## config.mk

```make
export PLATFORM = sky130hd
export DESIGN_NAME = traffic_phase_scheduler
export DESIGN_NICKNAME = d
export VERILOG_FILES = /design/src/rtl/traffic_pkg.sv /design/src/rtl/traffic_phase_scheduler_rr_arbiter4.sv /design/src/rtl/traffic_phase_scheduler.sv
export SDC_FILE = /design/constraint.sdc
export NUM_CORES = 1
export LEC_CHECK = 0
export CAP_MARGIN = 20
export CORE_ASPECT_RATIO = 1.2
export CORE_MARGIN = 1.5
export CORE_UTILIZATION = 52
export CTS_BUF_LIST = sky130_fd_sc_hd__clkbuf_16
export DETAILED_ROUTE_END_ITERATION = 8
export PLACE_DENSITY = 0.78
export REMOVE_ABC_BUFFERS = 1
export SLEW_MARGIN = 20
export SYNTH_ARGS = -nofsm -noshare
export SYNTH_HDL_FRONTEND = slang
export SYNTH_SLANG_ARGS = --single-unit
```

## constraint.sdc

```tcl
create_clock -name clk11 -period 2.47 [get_ports clk11]
set_clock_uncertainty 0.15 [all_clocks]
set_input_delay 0.494 -clock clk11 [delete_from_list [all_inputs] [get_ports clk11]]
set_output_delay 0.494 -clock clk11 [all_outputs]
set_load 0.005 [all_outputs]
```

## src/rtl/traffic_pkg.sv

```systemverilog
// Shared types and constants for the actuated four-approach phase scheduler.
package traffic_pkg;

  localparam int unsigned NUM_DIR = 4;

  // Lamp codes are driven unchanged onto the intersection light outputs.
  typedef enum logic [1:0] {
    RED    = 2'b00,
    YELLOW = 2'b01,
    GREEN  = 2'b10
  } light_t;

  typedef enum logic [1:0] {
    PhAllRed = 2'b00,
    PhGreen  = 2'b01,
    PhYellow = 2'b10
  } phase_t;

endpackage

```

## src/rtl/traffic_phase_scheduler_rr_arbiter4.sv

```systemverilog
// rr_arbiter4: combinational round-robin next-grant search over four approaches.
// Priority runs last+1, last+2, last+3, then last itself.
module rr_arbiter4
  import traffic_pkg::*;
(
  input  logic [1:0]         i_last,
  input  logic [NUM_DIR-1:0] i_req,
  output logic               o_valid,
  output logic [1:0]         o_idx
);

  logic [1:0] w_cand;

  // Walk from the lowest priority up so the highest-priority hit is written last.
  always_comb begin
    o_valid = 1'b0;
    o_idx   = i_last;
    w_cand  = i_last;
    for (int k = NUM_DIR; k >= 1; k--) begin
      w_cand = i_last + 2'(k);
      if (i_req[w_cand]) begin
        o_valid = 1'b1;
        o_idx   = w_cand;
      end
    end
  end

endmodule

```

## src/rtl/traffic_phase_scheduler.sv

```systemverilog
// traffic_phase_scheduler: demand-driven round-robin GREEN/YELLOW/ALL_RED scheduler.
// Optional emergency preemption is built when EMERGENCY_PREEMPT_EN is defined.
module traffic_phase_scheduler
  import traffic_pkg::*;
#(
  parameter int unsigned GREEN_MIN = 4,
  parameter int unsigned GREEN_MAX = 12,
  parameter int unsigned YELLOW_T  = 2,
  parameter int unsigned ALLRED_T  = 1,
  parameter int unsigned CNT_W     = 8
) (
  input  logic       clk11,
  input  logic       rst11,
  input  logic [3:0] req,
`ifdef EMERGENCY_PREEMPT_EN
  input  logic       emg_req,
  input  logic [1:0] emg_dir,
`endif
  output logic [1:0] light0,
  output logic [1:0] light1,
  output logic [1:0] light2,
  output logic [1:0] light3,
  output logic [1:0] active_dir,
  output logic       grant_pulse
);

  localparam logic [CNT_W-1:0] L_GMIN   = CNT_W'(GREEN_MIN - 1);
  localparam logic [CNT_W-1:0] L_GMAX   = CNT_W'(GREEN_MAX - 1);
  localparam logic [CNT_W-1:0] L_YELLOW = CNT_W'(YELLOW_T - 1);
  localparam logic [CNT_W-1:0] L_ALLRED = CNT_W'(ALLRED_T - 1);

  phase_t             r_state;
  phase_t             w_state_d;
  logic [CNT_W-1:0]   r_timer;
  logic [CNT_W-1:0]   w_timer_d;
  logic [1:0]         r_active;
  logic [1:0]         w_active_d;
  logic               r_pulse;
  logic               w_load;
  logic               w_timer_sat;

  logic               w_arb_valid;
  logic [1:0]         w_arb_idx;
  logic               w_other;
  logic               w_gap_out;
  logic               w_max_out;

  logic               w_preempt;
  logic               w_max_hold;
  logic               w_emg_grant;
  logic [1:0]         w_emg_dir;

  light_t             w_lights [NUM_DIR];

  rr_arbiter4 u_arb (
    .i_last  (r_active),
    .i_req   (req),
    .o_valid (w_arb_valid),
    .o_idx   (w_arb_idx)
  );

`ifdef EMERGENCY_PREEMPT_EN
  // Preempt a green on any other approach; hold the emergency approach past max-out.
  assign w_preempt   = emg_req && (emg_dir != r_active);
  assign w_max_hold  = emg_req && (emg_dir == r_active);
  assign w_emg_grant = emg_req;
  assign w_emg_dir   = emg_dir;
`else
  assign w_preempt   = 1'b0;
  assign w_max_hold  = 1'b0;
  assign w_emg_grant = 1'b0;
  assign w_emg_dir   = 2'd0;
`endif

  // Demand from any approach other than the one holding right-of-way.
  assign w_other   = |(req & ~(4'b0001 << r_active));
  assign w_gap_out = w_other && (r_timer >= L_GMIN) && !req[r_active];
  assign w_max_out = w_other && (r_timer >= L_GMAX) && !w_max_hold;

  // State register: phase, timer, granted approach and grant pulse.
  always_ff @(posedge clk11) begin
    if (rst11) begin
      r_state  <= PhAllRed;
      r_timer  <= '0;
      r_active <= 2'd3;
      r_pulse  <= 1'b0;
    end else begin
      r_state  <= w_state_d;
      r_timer  <= w_timer_d;
      r_active <= w_active_d;
      r_pulse  <= w_load;
    end
  end

  // Next-state logic: phase transitions, grant selection and timer update.
  always_comb begin
    w_state_d   = r_state;
    w_active_d  = r_active;
    w_load      = 1'b0;
    w_timer_sat = 1'b0;
    unique case (r_state)
      PhAllRed: begin
        w_timer_sat = (r_timer >= L_ALLRED);
        if (r_timer >= L_ALLRED) begin
          if (w_emg_grant) begin
            w_state_d  = PhGreen;
            w_active_d = w_emg_dir;
            w_load     = 1'b1;
          end else if (w_arb_valid) begin
            w_state_d  = PhGreen;
            w_active_d = w_arb_idx;
            w_load     = 1'b1;
          end
        end
      end
      PhGreen: begin
        w_timer_sat = (r_timer >= L_GMAX);
        if (w_gap_out || w_max_out || w_preempt) w_state_d = PhYellow;
      end
      PhYellow: begin
        w_timer_sat = (r_timer >= L_YELLOW);
        if (r_timer >= L_YELLOW) w_state_d = PhAllRed;
      end
      default: w_state_d = PhAllRed;
    endcase
    // Saturating the timer in every phase keeps a long idle or rest from wrapping.
    if (w_state_d != r_state) begin
      w_timer_d = '0;
    end else if (w_timer_sat) begin
      w_timer_d = r_timer;
    end else begin
      w_timer_d = r_timer + 1'b1;
    end
  end

  // Output decode: Moore lamps from phase and granted approach.
  always_comb begin
    for (int d = 0; d < NUM_DIR; d++) begin
      w_lights[d] = RED;
    end
    if (r_state == PhGreen) begin
      w_lights[r_active] = GREEN;
    end else if (r_state == PhYellow) begin
      w_lights[r_active] = YELLOW;
    end
  end

  assign light0      = w_lights[0];
  assign light1      = w_lights[1];
  assign light2      = w_lights[2];
  assign light3      = w_lights[3];
  assign active_dir  = r_active;
  assign grant_pulse = r_pulse;

endmodule

```

# After elaboration in Yosys (flattened, before gate mapping)
# Index checks and enable logic that the tools add are counted.
# totals
regBits,13
input_bits,6
# op_classes
addsub,4
order_cmp,10
n_eq_ne,3
shift,1
n_mux,26
bitwise_logic,5
n_reduce_logical,12
# ops
op,n
greater-or-equal comparator 8 x 1 -> 1 bit (second input constant),2
two-way mux 2 bit,8
< comparator 2 x 3 -> 1 bit (second input constant),4
two-way mux 1 bit,9
adder 8 x 1 -> 8 bit (second input constant),1
binary-select mux 1 bit (select 2 bit),4
greater-or-equal comparator 8 x 2 -> 1 bit (second input constant),1
greater-or-equal comparator 8 x 4 -> 1 bit (second input constant),1
two-way mux 8 bit,1
two-way mux 7 bit,1
one-hot mux 2 bit (3 select lines),1
adder 2 bit (second input constant),2
AND 4 bit,1
demux 2 bit (select 2 bit),1
logical AND 1 bit,4
NOT 4 bit,1
AND reduction 4 bit,1
OR reduction 4 bit,1
<< shifter 1 x 2 -> 4 bit (first input constant),1
greater-or-equal comparator 3 bit (second input constant),1
< comparator 3 x 1 -> 1 bit (second input constant),1
NOT 2 -> 3 bit,1
one-hot mux 1 bit (3 select lines),1
nonzero test 3 bit,1
other kinds (10),11

# Longest topological paths before layout
# Gate-level depths: netlist of run 1.
# logic_depth
word_depth,11
mapped_depth,6
depth_no_buf,6

# Cells and area by module
# Synthesis of run 1 repeated with hierarchy kept, for this count alone.
# unflattened
hier_cells,111
area_unflattened_um2,873.3
# modules_own_cells
module,instances,cells_each,area_per_inst_um2
traffic_phase_scheduler,1,97,790.8
rr_arbiter4,1,14,82.6

# Least setup slack after synthesis of run 1
# No wires, ideal clock.
# synth_path
kind,reg2reg
start,register r_active[0] (netlist: active_dir[0])
end,register r_state[0]
setup_time_ns,0.144
arrival_ns,1.651
required_ns,2.176
setup_slack_ns,0.526
stages_incl_launch_ff,5
synth_period_minus_slack_ns,1.944
cell_sequence,dfxtp_1 > mux4_2 > maj3_2 > a21oi_4 > a2111oi_0
# synth_between
elab_chain_cells,9
# synth_rtl
item,line,source
start: declaration,traffic_phase_scheduler.sv:36,logic [1:0] r_active;
start signal: assignment,traffic_phase_scheduler.sv:90,r_active <= w_active_d;
"adder 2 bit, or another cell as far along",traffic_phase_scheduler_rr_arbiter4.sv:20,w_cand = i_last + 2'(k);
"binary-select mux 1 bit (select 2 bit), or another cell as far along",traffic_phase_scheduler_rr_arbiter4.sv:21,if (i_req[w_cand]) begin
two-way mux 1 bit (implied by the code) or AND 4 bit (tied branches),"traffic_phase_scheduler_rr_arbiter4.sv:21, traffic_phase_scheduler.sv:76",
two-way mux 1 bit or OR reduction 4 bit (tied branches),"traffic_phase_scheduler_rr_arbiter4.sv:21, traffic_phase_scheduler.sv:76",
two-way mux 1 bit or logical AND 1 bit (tied branches) (2 in series),"traffic_phase_scheduler_rr_arbiter4.sv:21, traffic_phase_scheduler.sv:77",
two-way mux 2 bit or logical OR 1 bit (tied branches),"traffic_phase_scheduler.sv:109, traffic_phase_scheduler.sv:118",
"two-way mux 2 bit, on equally long branches","traffic_phase_scheduler.sv:104, traffic_phase_scheduler.sv:118",
one-hot mux 2 bit (3 select lines) *,traffic_phase_scheduler.sv:101,unique case (r_state)
end signal: assignment,traffic_phase_scheduler.sv:83,r_state <= PhAllRed;
end signal: assignment,traffic_phase_scheduler.sv:88,r_state <= w_state_d;
end: declaration,traffic_phase_scheduler.sv:32,phase_t r_state;
# Mark *: on every way between the ends. The rest lies on a longest branch, timed or not. The select of a mux whose other input is x is not followed.
# A chain may end at the register's enable or synchronous reset.

# Worst setup path after layout of run 1
# layout_path
start,register r_state[0]
end,output port light1[0]
# layout_between
elab_chain_cells,3
# layout_rtl
item,line,source
equality test 2 bit,traffic_phase_scheduler.sv:143,end else if (r_state == PhYellow) begin
two-way mux 7 bit,traffic_phase_scheduler.sv:143,
two-way mux 8 bit *,traffic_phase_scheduler.sv:141,if (r_state == PhGreen) begin
end: declaration,traffic_phase_scheduler.sv:20,"output logic [1:0] light1,"
# Mark *: on every way between the ends. The rest lies on a longest branch, timed or not.

==> reports/qor.txt, run 1 <==
Max_cap viols -> 0
Worst path max stage delay -> 550 ps
Fin. Hold Viols -> 0
Area grow syn2layout -> 33.9%
WP buf/inv -> 2
Yosys reg bits -> 13
Setup Fix Bufs, Post-CTS -> 0
Setup TNS -> 0 ps
Vias -> 1081
CP cell instances -> inv_1, and3_1, clkdlybuf4s50_1
Synth top area cells -> dfxtp_1 25%, ha_1 8.4%, nor3_1 5.3%, and3_1 4.8%, mux2_2 3.2%
Tot GR Track Use -> 25.5%
Initial core utilization -> 55.9%
Final HPWL DP -> 2000 um
Drt drc -> 0
Critical path's top delay family -> buffers and inverters
Routability Congestion -> 0.873
Post-synthesis cell type count -> 39
Clock buffer depth -> 2
Largest net degree at the start of global routing -> 19
Row count -> 17
Switching Fraction -> 25.2%
Slew Limit Fails -> 0
Worst Path Max Fanout -> 13
Core area -> 1870 um2
Routed len/inst -> 15.8 um
Fillers -> 148
Cell Area, Synth -> 1050 um2
Drt first pass iters -> 4
Vias in the first global route -> 999
GR Overflow Total -> 0
Post-synth EDFFs -> 0
First-pass GRT wire length -> 4340 um
Antenna viol nets, final -> 0
Total area of sequential cells -> 260 um2
Reg clk slew, reported paths -> 50 ps
Post-CTS Hold Buffers -> 0
Worst hold path class -> flip-flop to flip-flop
Fin util -> 74.8%
Vias/cell -> 6.25
Post-CTS resize count -> 0
Share of the synthesized area in the top cell type -> 24.9%
Worst-margin pin slew -> 616 ps
Ys flop type -> dfxtp_1
RSZ-0062 raised after global routing -> no
CTS buffer count -> 3
VDD IR max -> 0.402 mV
Warnings, synthesis -> 0
Worst Path Required -> 1830 ps
CP Capture Type -> primary output
Number of diodes -> 0
Placed insts -> 169
CTS Sinks -> 13
Slew headroom -> 58.8%
Psw -> 0.179 mW
Register area share after synthesis -> 24.9%
Number of H-tree levels -> 1
Post-synth ARST share -> 0%
Area of the multi-input gates -> 737 um2
Outcome -> finished, final reports clean
Final Power -> 0.709 mW
Antenna violations before repair -> 0
Worst setup SP type -> flip-flop
Max stage delay cell, worst path -> dfxtp_1
P_int -> 0.530 mW
IO Pins -> 17
# setup viols final -> 0
Clock share of power -> 42.2%
Max Fclk -> 428 MHz
Final period utilization -> 94.6%
Logic pwr share -> 25.7%
Final #Nets -> 168
Die height -> 52.1 um
DRT iter0 DRCs -> 18
Root buf cell -> clkbuf_16
CTS tree -> built
Post-synth top area cell -> dfxtp_1
IO Port Bufs -> 16
Final wirelength -> 2730 um
Die Area -> 2290 um2
Sequential group share of total power -> 32.1%
Clock Latency Late Sink -> 240 ps
Pwr Density -> 506 nW/um2
Average size of a mapped cell -> 8.30 um2
Syn Inst Count -> 126
Critical path class -> flip-flop to primary output
Final min period -> 2340 ps
CP Data Arrival Time -> 1690 ps
Final Non-Filler Cells -> 173
Share of layout cells above drive strength 1 -> 18.2%
Die X -> 43.9 um
Leak -> 0.572 nW
==> Yosys cell counts, types with 4 or more instances <==
cell type / instances
dfxtp_1: 13
nor3_1: 11
and3_1: 8
inv_1: 8
ha_1: 7
nand2_1: 7
o21ai_0: 6
a21oi_1: 5
clkbuf_1: 5
nor2_1: 5
nand3_1: 4
nor2b_1: 4
==> registers in the layout, indices dropped and copies added, names as in the netlist <==
name / cells
active_dir: 2
grant_pulse: 1
r_timer: 8
r_state: 2
==> metrics by stage <==
stage	instance area, um2	hold slack, ps	setup slack, ps
after floorplan	1030	394	519
after global placement	1320	429	54.1
after detailed placement	1320	440	19.8
after CTS	1400	454	172
after global routing	1400	480	88.8
final	1400	450	133
==> cell usage in the layout, fill, tap and decap left out, types with 2 or more instances in the layout <==
master and n:
clkdlybuf4s50_1 16, dfxtp_1 13, buf_4 12, nor3_1 11, inv_1 9, and3_1 8, nand2_1 7, ha_1 7
o21ai_0 6, nor2_1 5, a21oi_1 5, nor2b_1 4, nand3_1 4, nand4_1 3, a21o_1 3, mux2_2 3
or4_1 3, mux2i_1 3, clkbuf_16 3, a21bo_2 2, a221oi_1 2, nor4_1 2, a311oi_1 2, a31o_2 2
o211ai_1 2
==> power groups by stage <==
stage                     clock (mW)  sequential, mW  combinational, mW
after floorplan                    0           0.237             0.0932
after CTS                      0.303           0.227              0.182
final                          0.299           0.228              0.182
after detailed placement           0           0.231              0.180
after global routing           0.310           0.228              0.198
after global placement             0           0.231              0.176
==> cells by family after synthesis <==
family                   share of synthesized area, %
AO/OA/AOI/OAI                                    23.3
multiplexers                                     8.25
AND/OR/NAND/NOR                                  29.4
buffers and inverters                            4.67
adder cells (fa/ha/maj)                          9.45
flip-flops                                       24.9
==> routing by layer <==
metal | vias to the layer above | track usage, % | share of wire, %
met5 | - | 0 | 0
met4 | 0 | 9.09 | 0.37
met3 | 2 | 3.13 | 3.4
met2 | 26 | 48.0 | 55
met1 | 510 | 28.5 | 41
li1 | 543 | - | -
==> worst min-delay path: cells and delay by family (launching register included) <==
kind / cells / cell delay [ps]
flops: 1 / 330
simple gates: 1 / 60
compound gates: 1 / 160
==> worst paths after layout <==
path | from | slack [ps] | end | depth (start not counted)
min reg2reg | r_timer[7] | 450 | r_timer[7] | 2
max | r_state[0] | 130 | light1[0] | 3
min | r_timer[7] | 450 | r_timer[7] | 2
max reg2reg | r_timer[1] | 370 | r_timer[0] | 7
==> layout make-up <==
| type | count | share of cell area [%] |
|---|---|---|
| tap | 19 | 1.70 |
| inverter | 8 | 2.14 |
| sequential | 13 | 18.6 |
| clock buffer | 3 | 5.36 |
| multi-input combinational | 100 | 52.6 |
| timing repair buffer | 29 | 19.3 |
| clock inverter | 1 | 0.268 |
No activity file was read; power rests on OpenSTA's default activity.
==> run 2, diff against run 1 <==
--- a/config.mk
+++ b/config.mk
@@ -8,10 +8,10 @@
 export CAP_MARGIN = 20
 export CORE_ASPECT_RATIO = 1.2
 export CORE_MARGIN = 1.5
-export CORE_UTILIZATION = 52
+export CORE_UTILIZATION = 56
 export CTS_BUF_LIST = sky130_fd_sc_hd__clkbuf_16
 export DETAILED_ROUTE_END_ITERATION = 8
-export PLACE_DENSITY = 0.78
+export PLACE_DENSITY = 0.83
 export REMOVE_ABC_BUFFERS = 1
 export SLEW_MARGIN = 20
 export SYNTH_ARGS = -nofsm -noshare
==> constraint.sdc (replaced) <==
create_clock -name clk11 -period 2.7 [get_ports clk11]
set_clock_uncertainty 0.15 [all_clocks]
set_input_delay 0.54 -clock clk11 [delete_from_list [all_inputs] [get_ports clk11]]
set_output_delay 0.54 -clock clk11 [all_outputs]
set_load 0.005 [all_outputs]
==> run 2 against run 1 <==
  * Wire length increased by 0.73%
  * Cell count decreased by 2.9%
  * Critical path depth increased by 1
  * Sequential power decreased by 8%
  * First-iteration DRC count increased by 110%
  * Via count about the same
  * Register-to-register slack improved by 110 ps
  * Combinational power decreased by 13%
  * Highest routed layer unchanged
  * Die area decreased by 6.7%
  * Utilization increased by 4.9 points
  * Largest power group unchanged
  * Clock power decreased by 8.7%
  * Flip-flop and latch count unchanged
==> reports/qor.txt, run 2 (synthesis gave the netlist of run 1 again) <==
Outcome -> finished, final reports clean
Fin. Hold Viols -> 0 (unchanged)
Setup TNS -> 0 ps (unchanged)
Antenna violations before repair -> 0 (unchanged)
Area grow syn2layout -> 29.7%
CTS Sinks -> 13 (unchanged)
Clock buffer depth -> 2 (unchanged)
Worst hold path class -> flip-flop to flip-flop
Pre-CTS setup slack -> 232 ps (+213 ps)
Max stage delay cell, worst path -> dfxtp_1
Slew headroom -> 56.0% (-2.8 points)
Worst Path Required -> 2010 ps (+180 ps)
RSZ-0062 raised after global routing -> no
Row count -> 16 (-1)
Share of layout cells above drive strength 1 -> 16.0% (-2.2 points)
Root buf cell -> clkbuf_16
Reg clk slew, reported paths -> 50 ps (about the same)
Clock Latency Late Sink -> 240 ps (about the same)
Largest net degree at the start of global routing -> 19 (unchanged)
GR Overflow Total -> 0 (unchanged)
Setup Fix Bufs, Post-CTS -> 0 (unchanged)
Vias in the first global route -> 1058 (+5.9%)
Tot GR Track Use -> 27.6% (+2.1 points)
Routability Congestion -> 0.802 (-8.1%)
Die height -> 50.3 um (-3.4%)
Number of H-tree levels -> 1 (unchanged)
Slew Limit Fails -> 0 (unchanged)
Core area -> 1700 um2 (-9.1%)
Number of diodes -> 0 (unchanged)
CTS tree -> built
Hold_sp -> r_timer[5]
VDD IR max -> 0.394 mV (-2.0%)
Post-CTS Hold Buffers -> 0 (unchanged)
Critical path startpoint -> active_dir[0]
Pwr Density -> 473 nW/um2 (-6.6%)
Vias/cell -> 6.43 (+2.9%)
CP Data Arrival Time -> 1850 ps (+160 ps)
Most frequent cells in the layout -> 16 x clkdlybuf4s50_1, 13 x dfxtp_1, 11 x nor3_1, 9 x inv_1, 9 x buf_4
Die Area -> 2140 um2 (-6.7%)
Final period utilization -> 94.1%
Reg2Reg Launch Point -> r_timer[1]
Max_cap viols -> 0 (unchanged)
IO Port Bufs -> 16 (unchanged)
Final min period -> 2540 ps
Final wirelength -> 2750 um (+0.73%)
CTS buffer count -> 3 (unchanged)
IO Pins -> 17 (unchanged)
Max reg flops -> 8 (unchanged)
Post-CTS resize count -> 0 (unchanged)
Worst setup SP type -> flip-flop
Worst-margin pin slew -> 658 ps (+42.3 ps)
Initial core utilization -> 61.5% (+5.6 points)
Final #Nets -> 164 (-2.4%)
Routed len/inst -> 16.4 um (+3.7%)
Antenna viol nets, final -> 0 (unchanged)
Most common cell after layout, fill and taps aside -> clkdlybuf4s50_1
Drt first pass iters -> 4 (unchanged)
Worst Path Max Fanout -> 8 (-5)
Biggest register -> r_timer
Worst path max stage delay -> 520 ps (-30 ps)
Leak -> 0.549 nW (-4.1%)
First-pass GRT wire length -> 4670 um (+7.6%)
CP cell instances -> inv_1, ha_1, and3_1, clkdlybuf4s50_1
# setup viols final -> 0 (unchanged)
CP Capture Type -> primary output
Die X -> 42.5 um (-3.4%)
DRT iter0 DRCs -> 37 (+19)
Max Fclk -> 394 MHz
Final HPWL DP -> 1920 um (-3.9%)
Critical path class -> flip-flop to primary output
Post-route setup slack -> 161 ps (+27.2 ps)
Vias -> 1080 (-0.093%)
Drt drc -> 0 (unchanged)
-- run 2: metrics by stage --
step	power, mW	hold slack, ps	cell area [um2]	std cells	utilization, %
after CTS	0.638	432	1360	168	79.7
after global routing	0.666	445	1360	168	79.7
after global placement	0.361	439	1280	164	75.1
after floorplan	0.302	394	1030	121	-
after detailed placement	0.367	422	1280	164	75.1
final	0.641	447	1360	168	79.7
-- run 2: cell type report --
| class | count | area [um2] |
|---|---|---|
| multi-input cells | 100 | 737 |
| clock buffers | 3 | 75.1 |
| repair buffers | 25 | 228 |
| well taps | 18 | 22.5 |
| flip-flops and latches | 13 | 260 |
| clock inverters | 1 | 3.75 |
| inverters | 8 | 30.0 |
| fillers | 124 | 345 |
-- run 2: power breakdown --
group | leakage [nW] | internal [mW] | switching (mW)
combinational | 0.400 | 0.0830 | 0.0746
sequential | 0.106 | 0.200 | 0.0105
clock | 0.0423 | 0.195 | 0.0782
-- run 2: final timing paths --
kind,end,slack (ps),cells after the start
max reg2reg,r_timer[2],480,6
max,light0[1],160,4
min reg2reg,r_timer[5],450,2
min,r_timer[5],450,2
-- run 2: critical path: cells and delay by family (launching register included) --
| kind | cells | cell delay (ps) |
|---|---|---|
| adder cells (fa/ha/maj) | 1 | 270 |
| flip-flops | 1 | 520 |
| AND/OR/NAND/NOR | 1 | 190 |
| buffers and inverters | 2 | 630 |
-- run 2: layer usage --
layer | GRT usage (%) | vias up | share of wire, %
li1 | - | 530 | -
met1 | 34.7 | 522 | 45
met2 | 48.7 | 26 | 52
met3 | 2.52 | 2 | 2.9
met4 | 9.90 | 0 | 0.58
met5 | 0 | - | 0
